==> config.mk <==
export PLATFORM = sky130hd
export DESIGN_NAME = hilo_muldiv_ctrl
export DESIGN_NICKNAME = d
export VERILOG_FILES = /design/src/rtl/hilo_muldiv_ctrl_pkg.sv /design/src/rtl/muldiv_iter_core.sv /design/src/rtl/hilo_muldiv_ctrl.sv
export SDC_FILE = /design/constraint.sdc
export NUM_CORES = 1
export LEC_CHECK = 0
export CAP_MARGIN = 0
export CORE_MARGIN = 3
export CORE_UTILIZATION = 50
export DETAILED_ROUTE_END_ITERATION = 8
export GPL_ROUTABILITY_DRIVEN = 0
export PLACE_DENSITY = 0.72
export SLEW_MARGIN = 20
export SYNTH_ARGS = -nofsm -noshare
export SYNTH_HDL_FRONTEND = slang
export SYNTH_SLANG_ARGS = --single-unit
==> constraint.sdc <==
create_clock -name clk -period 4.09 [get_ports clk]
set_input_delay 1.0225 -clock clk [delete_from_list [all_inputs] [get_ports clk]]
set_output_delay 1.0225 -clock clk [all_outputs]
set_load 0.1 [all_outputs]
==> src/rtl/hilo_muldiv_ctrl_pkg.sv <==
// Shared encodings for the HI/LO multiply/divide sequencer: op codes and FSM states.
package hilo_muldiv_ctrl_pkg;

    localparam logic [1:0] MULT_OP  = 2'b00;
    localparam logic [1:0] MULTU_OP = 2'b01;
    localparam logic [1:0] DIV_OP   = 2'b10;
    localparam logic [1:0] DIVU_OP  = 2'b11;

    typedef enum logic [1:0] {
        IDLE = 2'd0,
        CALC = 2'd1,
        FIX  = 2'd2
    } state_t;

endpackage

==> src/rtl/muldiv_iter_core.sv <==
// One iteration of the sequencer datapath: shift-add multiply or restoring shift-subtract divide.
// Purely combinational; the caller registers acc_hi/acc_lo every CALC cycle.
module muldiv_iter_core #(
    parameter int DATA_W = 32
) (
    input  logic              is_div,
    input  logic [DATA_W-1:0] acc_hi,
    input  logic [DATA_W-1:0] acc_lo,
    input  logic [DATA_W-1:0] opnd,
    output logic [DATA_W-1:0] nxt_hi,
    output logic [DATA_W-1:0] nxt_lo
);

    logic [DATA_W:0] sum;
    logic [DATA_W:0] sh;
    logic            ge;

    always_comb begin
        sum = {1'b0, acc_hi} + (acc_lo[0] ? {1'b0, opnd} : '0);
        sh  = {acc_hi, acc_lo[DATA_W-1]};
        ge  = (sh >= {1'b0, opnd});
        if (is_div) begin
            // remainder lives in acc_hi, dividend shifts out of acc_lo as quotient bits shift in
            nxt_hi = ge ? (sh[DATA_W-1:0] - opnd) : sh[DATA_W-1:0];
            nxt_lo = {acc_lo[DATA_W-2:0], ge};
        end else begin
            {nxt_hi, nxt_lo} = {sum, acc_lo[DATA_W-1:1]};
        end
    end

endmodule

==> src/rtl/hilo_muldiv_ctrl.sv <==
// HI/LO owner with a 34-cycle iterative MULT/MULTU/DIV/DIVU sequencer and MTHI/MTLO writes.
// Stalls the pipeline from the accepting cycle through FIX; flush aborts without writeback.
module hilo_muldiv_ctrl
    import hilo_muldiv_ctrl_pkg::*;
#(
    parameter int                DATA_W = 32,
    parameter int                CNT_W  = 6,
    parameter logic [DATA_W-1:0] DIV0_Q = 32'hFFFF_FFFF
) (
    input  logic              clk,
    input  logic              rst_n,
    input  logic              start,
    input  logic [1:0]        op,
    input  logic [DATA_W-1:0] a,
    input  logic [DATA_W-1:0] b,
    input  logic              flush,
    input  logic              mthi_we,
    input  logic              mtlo_we,
    input  logic [DATA_W-1:0] wdata,
    output logic              stall,
    output logic              done,
    output logic [DATA_W-1:0] hi,
    output logic [DATA_W-1:0] lo
);

    state_t              state, state_nxt;
    logic [CNT_W-1:0]    cnt;
    logic                div_q, sign_res, sign_r, b_zero;
    logic [DATA_W-1:0]   a_raw, opnd, acc_hi, acc_lo;
    logic [DATA_W-1:0]   step_hi, step_lo;
    logic                accept, wb, is_signed;
    logic [2*DATA_W-1:0] prod, prod_fix;
    logic [DATA_W-1:0]   q_fix, r_fix;

    assign accept    = (state == IDLE) && start && !flush;
    assign is_signed = !op[0];

    always_ff @(posedge clk or negedge rst_n) begin
        if (!rst_n) state <= IDLE;
        else        state <= state_nxt;
    end

    always_comb begin
        state_nxt = state;
        stall     = (state != IDLE);
        done      = 1'b0;
        wb        = 1'b0;
        case (state)
            IDLE: begin
                if (accept) begin
                    stall     = 1'b1;
                    state_nxt = CALC;
                end
            end
            CALC: begin
                if (flush)                             state_nxt = IDLE;
                else if (cnt == CNT_W'(DATA_W - 1))    state_nxt = FIX;
            end
            FIX: begin
                state_nxt = IDLE;
                if (!flush) begin
                    done = 1'b1;
                    wb   = 1'b1;
                end
            end
            default: state_nxt = IDLE;
        endcase
    end

    muldiv_iter_core #(.DATA_W(DATA_W)) u_core (
        .is_div (div_q),
        .acc_hi (acc_hi),
        .acc_lo (acc_lo),
        .opnd   (opnd),
        .nxt_hi (step_hi),
        .nxt_lo (step_lo)
    );

    // Multiplication is commutative, so |a| always seeds acc_lo and |b| is always the operand.
    always_ff @(posedge clk or negedge rst_n) begin
        if (!rst_n) begin
            cnt      <= '0;
            div_q    <= 1'b0;
            sign_res <= 1'b0;
            sign_r   <= 1'b0;
            b_zero   <= 1'b0;
            a_raw    <= '0;
            opnd     <= '0;
            acc_hi   <= '0;
            acc_lo   <= '0;
        end else if (accept) begin
            cnt      <= '0;
            div_q    <= op[1];
            sign_res <= is_signed && (a[DATA_W-1] ^ b[DATA_W-1]);
            sign_r   <= is_signed && a[DATA_W-1];
            b_zero   <= (b == '0);
            a_raw    <= a;
            opnd     <= (is_signed && b[DATA_W-1]) ? -b : b;
            acc_hi   <= '0;
            acc_lo   <= (is_signed && a[DATA_W-1]) ? -a : a;
        end else if (state == CALC) begin
            cnt      <= cnt + CNT_W'(1);
            acc_hi   <= step_hi;
            acc_lo   <= step_lo;
        end
    end

    always_comb begin
        prod     = {acc_hi, acc_lo};
        prod_fix = sign_res ? -prod : prod;
        q_fix    = sign_res ? -acc_lo : acc_lo;
        r_fix    = sign_r ? -acc_hi : acc_hi;
    end

    always_ff @(posedge clk or negedge rst_n) begin
        if (!rst_n) begin
            hi <= '0;
            lo <= '0;
        end else if (wb) begin
            if (!div_q) begin
                {hi, lo} <= prod_fix;
            end else if (b_zero) begin
                hi <= a_raw;
                lo <= DIV0_Q;
            end else begin
                hi <= r_fix;
                lo <= q_fix;
            end
        end else if (state == IDLE) begin
            if (mthi_we) hi <= wdata;
            if (mtlo_we) lo <= wdata;
        end
    end

endmodule
Word level (Yosys, flattened, before mapping)

Index checks and enable logic that the tools add are counted.

Flip-flop bits (word level): 204
Bits in latches: 0
Bits in writable memories: 0
ROM bits: 0
Input bits: 104
Output and inout bits: 66
Logic and storage cells: 77
Memories: 0

Add/subtract/negate cells: 8
$mul: 0
Divide/modulo/power cells: 0
$lt $le $gt $ge: 1
Equality and inequality tests: 5
Shift-type cells: 0
Multiplexer cells: 33
Bitwise gates (word level): 1
Reductions and logical operators: 17

Operators by type and width:

| cell                                                             | number |
|---|---|
| 32-bit 2-to-1 mux                                                | 22 |
| 32-bit negation                                                  | 4 |
| 64-bit 2-to-1 mux                                                | 1 |
| 64-bit negation                                                  | 1 |
| 32-bit by 33-bit adder with 33-bit output                        | 1 |
| 33-bit by 32-bit >= comparator with 1-bit output                 | 1 |
| 32-bit zero test                                                 | 1 |
| 32-bit subtractor                                                | 1 |
| 6-bit 2-to-1 mux                                                 | 2 |
| 2-bit nonzero test                                               | 5 |
| 6-bit by 1-bit adder with 6-bit output (second input constant)   | 1 |
| 6-bit by 5-bit == test with 1-bit output (second input constant) | 1 |
| 2-bit 2-to-1 mux                                                 | 3 |
| 2-bit AND reduction                                              | 3 |
| 1-bit logical AND                                                | 5 |
| 1-bit 2-to-1 mux                                                 | 4 |
| 2-bit one-hot mux with 2 select lines                            | 1 |
| 3-bit inequality test (second input constant)                    | 1 |
| 2-bit by 1-bit == test with 1-bit output (second input constant) | 1 |
| 2-bit == test (second input constant)                            | 1 |
| 1-bit zero test                                                  | 2 |
| 2-bit zero test                                                  | 1 |
| 2-bit inequality test (second input constant)                    | 1 |
| 1-bit XOR                                                        | 1 |

Longest topological paths before layout

Gate-level depths: netlist of the first run.

Word-level depth: 5
Gate-level depth with buffers: 15
Mapped depth without buffers: 13

Cells and area by module

From an unflattened synthesis of the first run, not the netlist that was laid out.

Cells, all modules: 2272
Area, all modules: 17699.5 µm²

Modules (own cells, without submodules):

| module           | times used | cells each | area each (µm²) | seq. area each (µm²) |
|---|---|---|---|---|
| hilo_muldiv_ctrl | 1          | 1567       | 12832.3         | 5104.9 |
| muldiv_iter_core | 1          | 705        | 4867.2          | 0.0 |

Least setup slack after synthesis of the first run

OpenSTA, ideal clock, no wires.

Kind: input-to-output
Start: input flush
End: output done
Arrival: 2.592 ns
Required time: 3.068 ns
Path slack: 0.475 ns
Cell stages on the path: 5
Path buffers: 2
Cells stage by stage: nor2_1 > nand2_1 > inv_1 > clkbuf_1 > clkbuf_1

Word-level cells in the longest chain between the ends: 2

RTL lines:

| what             | line                   | RTL |
|---|---|---|
| start, declared  | hilo_muldiv_ctrl.sv:16 | `input logic flush,` |
| 1-bit 2-to-1 mux | hilo_muldiv_ctrl.sv:61 | `if (!flush) begin` |
| 1-bit 2-to-1 mux | hilo_muldiv_ctrl.sv:48 | `case (state)` |
| end, declared    | hilo_muldiv_ctrl.sv:21 | `output logic done,` |

Every way passes these cells.

Worst setup path in the final report of the first run

Start: register acc_lo[0]
End: register acc_hi[16]

Word-level cells in the longest chain between the ends: 5

RTL lines:

| what                                      | line                    | RTL |
|---|---|---|
| start, declared                           | hilo_muldiv_ctrl.sv:29  | `logic [DATA_W-1:0] a_raw, opnd, acc_hi, acc_lo;` |
| start signal, assigned                    | hilo_muldiv_ctrl.sv:100 | `acc_lo <= (is_signed && a[DATA_W-1]) ? -a : a;` |
| start signal, assigned                    | hilo_muldiv_ctrl.sv:104 | `acc_lo <= step_lo;` |
| 32-bit 2-to-1 mux                         | muldiv_iter_core.sv:19  | `sum = {1'b0, acc_hi} + (acc_lo[0] ? {1'b0, opnd} : '0);` |
| 32-bit by 33-bit adder with 33-bit output | muldiv_iter_core.sv:19  |  |
| 32-bit 2-to-1 mux                         | muldiv_iter_core.sv:22  | `if (is_div) begin` |
| 32-bit 2-to-1 mux                         | hilo_muldiv_ctrl.sv:101 | `end else if (state == CALC) begin` |
| 32-bit 2-to-1 mux                         | hilo_muldiv_ctrl.sv:91  | `end else if (accept) begin` |
| end signal, assigned                      | hilo_muldiv_ctrl.sv:103 | `acc_hi <= step_hi;` |
| end, declared                             | hilo_muldiv_ctrl.sv:29  |  |

Every way passes these cells. The select of a mux whose other input is x is not followed.
A chain may end at the register's enable or synchronous reset.

==> impl_metrics.env, run 1 <==
export IMPL_crit_fanout=19
export IMPL_ant_nets=0
export IMPL_cp_end_kind="flip-flop"
export IMPL_syn_avg_cell_area_um2=7.841
export IMPL_area_growth_pct=18.34
export IMPL_worstReg2RegEnd="acc_hi[16]"
export IMPL_hold_viol=0
export IMPL_ys_seq_area_share_pct=30.65
export IMPL_multi_input_area_um2=10720
export IMPL_vdd_drop_max_mv=0.3869
export IMPL_num_vias=17070
export IMPL_die_h_um=188.5
export IMPL_dp_slack_ps=114.7
export IMPL_die_x_um=188.5
export IMPL_drt_iter0_drc=1913
export IMPL_crit_buf_inv=3
export IMPL_hold_path_endpoint="opnd[5]"
export IMPL_cts_resized=0
export IMPL_synth_top_cell_by_area="dfrtp_1"
export IMPL_leakage_nw=8.602
export IMPL_ys_seq_elements=204
export IMPL_setup_ws_ps=143.8
export IMPL_synth_area_um2=16650
export IMPL_powerDensity_nw_per_um2=659.6
export IMPL_start_kind="flip-flop"
export IMPL_hold_depth=2
export IMPL_dieArea_um2=35530
export IMPL_final_common_cell="nand2_1"
export IMPL_final_cell_mix="nand2_1, dfrtp_1, o21ai_0"
export IMPL_seqCellArea_um2=5110
export IMPL_ys_flop_type="dfrtp_1"
export IMPL_drv_cap=0
export IMPL_dpl_hpwl_um=43570
export IMPL_cpMostUsedCell="buf_4"
export IMPL_cpMaxStageDelayCell="a2111oi_0"
export IMPL_ctsHoldBuffers=0
export IMPL_cts_tree="built"
export IMPL_timing_fmax_mhz=253.4
export IMPL_initial_core_util_pct=50.93
export IMPL_r2r_setup_slack_ps=140
export IMPL_grt_pass1_vias=15935
export IMPL_grt_use_total_pct=31.48
export IMPL_wire_per_inst_um=21.59
export IMPL_yosys_top_cells_area="dfrtp_1, nand2_1, o21ai_0, xor2_1, ha_1"
export IMPL_routed_wl_um=57970
export IMPL_numClockSinks=204
export IMPL_ys_types=73
export IMPL_fp_coreArea_um2=32700
export IMPL_ios=170
export IMPL_post_route_min_period_ps=3946
export IMPL_gr_total_overflow=0
export IMPL_drive_gt1_share_pct=6.509
export IMPL_placementRows=66
export IMPL_max_stage_delay_ps=630
export IMPL_setup_viol=0
export IMPL_cts_setup_buffers=0
export IMPL_cts_made_buffers=24
export IMPL_clkTransAtPathRegs_ps=70
export IMPL_clock_latency_ps=540
export IMPL_finalCritPeriodShare_pct=96.49
export IMPL_grt_pass1_wl_um=89700
export IMPL_hp_class="reg2reg"
export IMPL_grt_start_max_net_pins=100
export IMPL_rsz0062_at_grt="false"
export IMPL_max_slew_margin_pct=22.62
export IMPL_arrival_ps=4370
export IMPL_timing_rr_start="acc_lo[0]"
export IMPL_synth_nets=2299
export IMPL_drc_errors=0
export IMPL_h_tree_depth=1
export IMPL_cp_top_family="compound AO/OA/AOI/OAI gates"
export IMPL_nets=2400
export IMPL_worst_slew_pin_slew_ps=1159
export IMPL_drt_vias_per_instance=6.358
export IMPL_cts_root_buf="clkbuf_16"
export IMPL_outcome="completed"
export IMPL_worstSetupPathType="reg2reg"
export IMPL_fin_skew_ps=12.51
export IMPL_min_from="opnd[5]"
export IMPL_reg2reg_depth=14
export IMPL_antenna_found_initial=0
export IMPL_portBuffers=169
export IMPL_synth_top_area_share_pct=30.65
export IMPL_clk_path_buf_depth=3
export IMPL_crit_required_ps=4520
export IMPL_cp_cell_sequence="inv_1 -> buf_4 -> nor2_1 -> ha_1 -> o21ai_0 -> a2111oi_0 -> a221o_1 -> nand2_1 -> o31ai_1 -> buf_4 -> a31oi_1 -> xor2_1 -> nor3_1 -> a211o_1"
export IMPL_nFillCells=2989
export IMPL_final_max_slew_viol_count=0
export IMPL_syn_inst=2124
export IMPL_synth_edf_count=0
export IMPL_ys_warnings_count=0
export IMPL_fin_setup_tns_ps=0
export IMPL_diodes=0
export IMPL_ys_async_sr_fraction_pct=100.0
export IMPL_dr_pass1_iters=6
-- Yosys cell counts, drive strengths merged, types with 14 or more instances --
cell type / instances
nand2: 357
dfrtp: 204
o21ai: 187
a21oi: 147
clkbuf: 136
nor2: 133
xor2: 101
xnor2: 80
mux2i: 74
ha: 69
inv: 68
a21o: 43
nand3: 40
o211ai: 40
nor3: 36
o31ai: 31
or3: 28
a22oi: 23
a31oi: 23
a32oi: 22
or4: 22
buf: 21
nor4: 19
nand2b: 17
o41ai: 14
-- cell families after synthesis --
kind of cell | count (synthesis) | share of synthesized area, %
compound gates | 626 | 23.97
xor+xnor | 181 | 9.519
fa+ha+maj | 71 | 5.425
buf+inv | 225 | 5.146
flops | 204 | 30.65
mux | 84 | 5.124
simple gates | 733 | 20.17
-- sequential cells by signal (all words and copies together) (netlist names) --
name      count
a_raw        32
opnd         32
lo           32
state         2
sign_r        1
hi           32
acc_lo       32
sign_res      1
acc_hi       32
cnt           6
div_q         1
b_zero        1
-- stage by stage --
stage | hold WS [ps] | power [W] | instance area [um^2] | instances | util (%)
2_1_floorplan | 440.3 | 0.008306 | 16650 | 2124 | -
3_3_place_gp | 459.6 | 0.01038 | 18880 | 2641 | 57.72
3_5_place_dp | 469.4 | 0.01051 | 18880 | 2641 | 57.72
4_1_cts | 484.3 | 0.01279 | 19710 | 2685 | 60.27
5_1_grt | 501.8 | 0.01372 | 19710 | 2685 | 60.27
6_report | 478.1 | 0.01300 | 19710 | 2685 | 60.27
-- worst min-delay path, stage by stage, from the launching register on --
cell	delay (ps)
dfrtp_1	340
nand2_1	50
o21ai_0	60
-- routing by layer --
metal / track usage (%) / part of all wire (%)
met1: 45.06 / 43
met2: 46.56 / 42
met3: 8.260 / 11
met4: 9.997 / 3.6
met5: 0 / 0
-- report_power, final --
part | leakage (nW) | total, W | internal (W) | switching [W]
clock network | 0.416 | 0.00226 | 0.00135 | 0.000906
logic | 5.67 | 0.00748 | 0.00282 | 0.00467
registers | 2.51 | 0.00326 | 0.00250 | 0.000759
total | 8.60 | 0.0130 | 0.00667 | 0.00633
-- area by class of cell --
| class | instances | area share, % |
|---|---|---|
| Tap cell | 442 | 2.806 |
| Timing Repair Buffer | 232 | 11.36 |
| Clock buffer | 35 | 3.663 |
| Multi-Input combinational cell | 1695 | 54.39 |
| Clock inverter | 9 | 0.5587 |
| Inverter | 68 | 1.295 |
| Sequential cell | 204 | 25.93 |
-- worst max-delay path by stage --
stage | slack [ps] | end | from | depth (start not counted)
after CTS | 430 | acc_hi[16] | acc_lo[0] | 14
after floorplan | 480 | done | flush | 5
after detailed placement | 110 | opnd[28] | b[8] | 10
final | 140 | acc_hi[16] | acc_lo[0] | 14
after global placement | 140 | opnd[30] | b[8] | 10
after global routing | 150 | acc_hi[16] | acc_lo[0] | 14
Power figures use the tool's default switching activity.
==> run 2, diff against run 1 <==
--- a/config.mk
+++ b/config.mk
@@ -11,6 +11,7 @@
 export DETAILED_ROUTE_END_ITERATION = 8
 export GPL_ROUTABILITY_DRIVEN = 0
 export PLACE_DENSITY = 0.72
+export RECOVER_POWER = 100
 export SLEW_MARGIN = 20
 export SYNTH_ARGS = -nofsm -noshare
 export SYNTH_HDL_FRONTEND = slang
==> impl_metrics.env, run 2 (same netlist as run 1, synthesis figures left out) <==
export IMPL_outcome="complete, but fails checks"
export IMPL_violations="capacitance limit, slew limit"
export IMPL_rsz0062_at_grt="false"
export IMPL_portBuffers=169
export IMPL_cts_resized=0
export IMPL_clock_latency_ps=540
export IMPL_ctsHoldBuffers=0
export IMPL_grt_pass1_vias=15935
export IMPL_dp_slack_ps=114.7
export IMPL_hold_depth=2
export IMPL_cts_setup_buffers=0
export IMPL_fin_skew_ps=13.68
export IMPL_numClockSinks=204
export IMPL_placementRows=66
export IMPL_timing_fmax_mhz=253.3
export IMPL_post_route_min_period_ps=3948
export IMPL_ios=170
export IMPL_crit_required_ps=4520
export IMPL_clk_path_buf_depth=3
export IMPL_dieArea_um2=35530
export IMPL_num_vias=17017
export IMPL_cts_tree="built"
export IMPL_hp_class="reg2reg"
export IMPL_start_kind="flip-flop"
export IMPL_die_h_um=188.5
export IMPL_leakage_nw=8.611
export IMPL_cp_end_kind="flip-flop"
export IMPL_worstReg2RegEnd="acc_hi[16]"
export IMPL_min_from="opnd[5]"
export IMPL_grt_pass1_wl_um=89700
export IMPL_vdd_drop_max_mv=0.3865
export IMPL_total_power_w=0.01294
export IMPL_reg2reg_depth=14
export IMPL_grt_use_total_pct=31.48
export IMPL_max_slew_margin_pct=-71.38
export IMPL_worstSetupPathType="reg2reg"
export IMPL_final_cell_mix="nand2_1, dfrtp_1, o21ai_0"
export IMPL_fin_hold_ws_ps=477.1
export IMPL_arrival_ps=4380
export IMPL_nets=2400
export IMPL_timing_rr_start="acc_lo[0]"
export IMPL_drc_errors=0
export IMPL_final_area_um2=19610
export IMPL_cts_root_buf="clkbuf_16"
export IMPL_setup_viol=0
export IMPL_hold_viol=0
export IMPL_fp_coreArea_um2=32700
export IMPL_antenna_found_initial=0
export IMPL_wire_per_inst_um=21.52
export IMPL_ant_nets=0
export IMPL_h_tree_depth=1
export IMPL_powerDensity_nw_per_um2=660.1
export IMPL_hold_path_endpoint="opnd[5]"
export IMPL_final_max_slew_viol_count=146
export IMPL_drt_vias_per_instance=6.338
export IMPL_gr_total_overflow=0
export IMPL_die_x_um=188.5
export IMPL_diodes=0
export IMPL_dr_pass1_iters=6
export IMPL_nFillCells=3007
export IMPL_dpl_cell_area_um2=18880
export IMPL_finalCritPeriodShare_pct=96.53
export IMPL_drv_cap=2
export IMPL_final_common_cell="nand2_1"
export IMPL_crit_fanout=19
export IMPL_grt_start_max_net_pins=100
export IMPL_routed_wl_um=57770
export IMPL_initial_core_util_pct=50.93
export IMPL_drive_gt1_share_pct=6.063
export IMPL_setup_ws_ps=142.1
export IMPL_drt_iter0_drc=1886
export IMPL_dpl_hpwl_um=43570
export IMPL_clkTransAtPathRegs_ps=70
export IMPL_area_growth_pct=17.73
export IMPL_r2r_setup_slack_ps=140
export IMPL_fin_setup_tns_ps=0
export IMPL_cts_made_buffers=24
export IMPL_worst_slew_pin_slew_ps=2571
## run 2: cell types whose count changed in the layout (fill, tap and decap cells not counted), moves of 3 or more
cell	before	now
clkdlybuf4s50_1	166	99
buf_4	59	49
buf_12	6	3
clkbuf_2	0	8
o21ai_1	7	3
dlygate4sd3_1	0	67
clkbuf_1	3	8
o21ai_0	180	184
## run 2: worst max-delay path, cell delays in order, from the launching register on
cell	delay, ps
dfrtp_1	380
inv_1	190
buf_4	290
nor2_1	80
ha_1	360
o21ai_0	140
a2111oi_0	680
a221o_1	360
nand2_1	100
o31ai_1	290
buf_4	200
a31oi_1	90
xor2_1	310
nor3_1	80
a211o_1	260
## run 2: power by group
group	internal, W	switching [W]	total (W)
registers	0.00250	0.000749	0.00325
logic	0.00277	0.00467	0.00744
clock network	0.00135	0.000904	0.00225
## run 2: worst max-delay path by stage
| stage | startpoint | slack (ps) | endpoint |
|---|---|---|---|
| after CTS | acc_lo[0] | 430 | acc_hi[16] |
| after detailed placement | b[8] | 110 | opnd[28] |
| after global routing | rst_n | 130 | lo[14] |
| after global placement | b[8] | 140 | opnd[30] |
| final | acc_lo[0] | 140 | acc_hi[16] |
| after floorplan | flush | 480 | done |
## run 2: final cells by class
| type | count | area (um^2) | area share [%] |
|---|---|---|---|
| well taps | 442 | 553.0 | 2.821 |
| clock inverters | 9 | 110.1 | 0.5616 |
| inverters | 68 | 255.2 | 1.302 |
| clock buffers | 35 | 721.9 | 3.682 |
| multi-input cells | 1695 | 10700 | 54.55 |
| flip-flops and latches | 204 | 5110 | 26.06 |
| repair buffers | 232 | 2161 | 11.02 |
## run 2: routing by layer
| metal | up-vias | GRT usage, % | wire length [um] |
|---|---|---|---|
| li1 | 7798 | - | - |
| met5 | - | 0 | 0 |
| met1 | 8069 | 45.06 | 24650 |
| met4 | 0 | 9.997 | 2225 |
| met2 | 992 | 46.56 | 24320 |
| met3 | 158 | 8.260 | 6581 |
## run 2: through the flow
stage,util (%),cells
2_1_floorplan,-,2124
3_3_place_gp,57.72,2641
3_5_place_dp,57.72,2641
4_1_cts,60.27,2685
5_1_grt,59.96,2685
6_report,59.96,2685
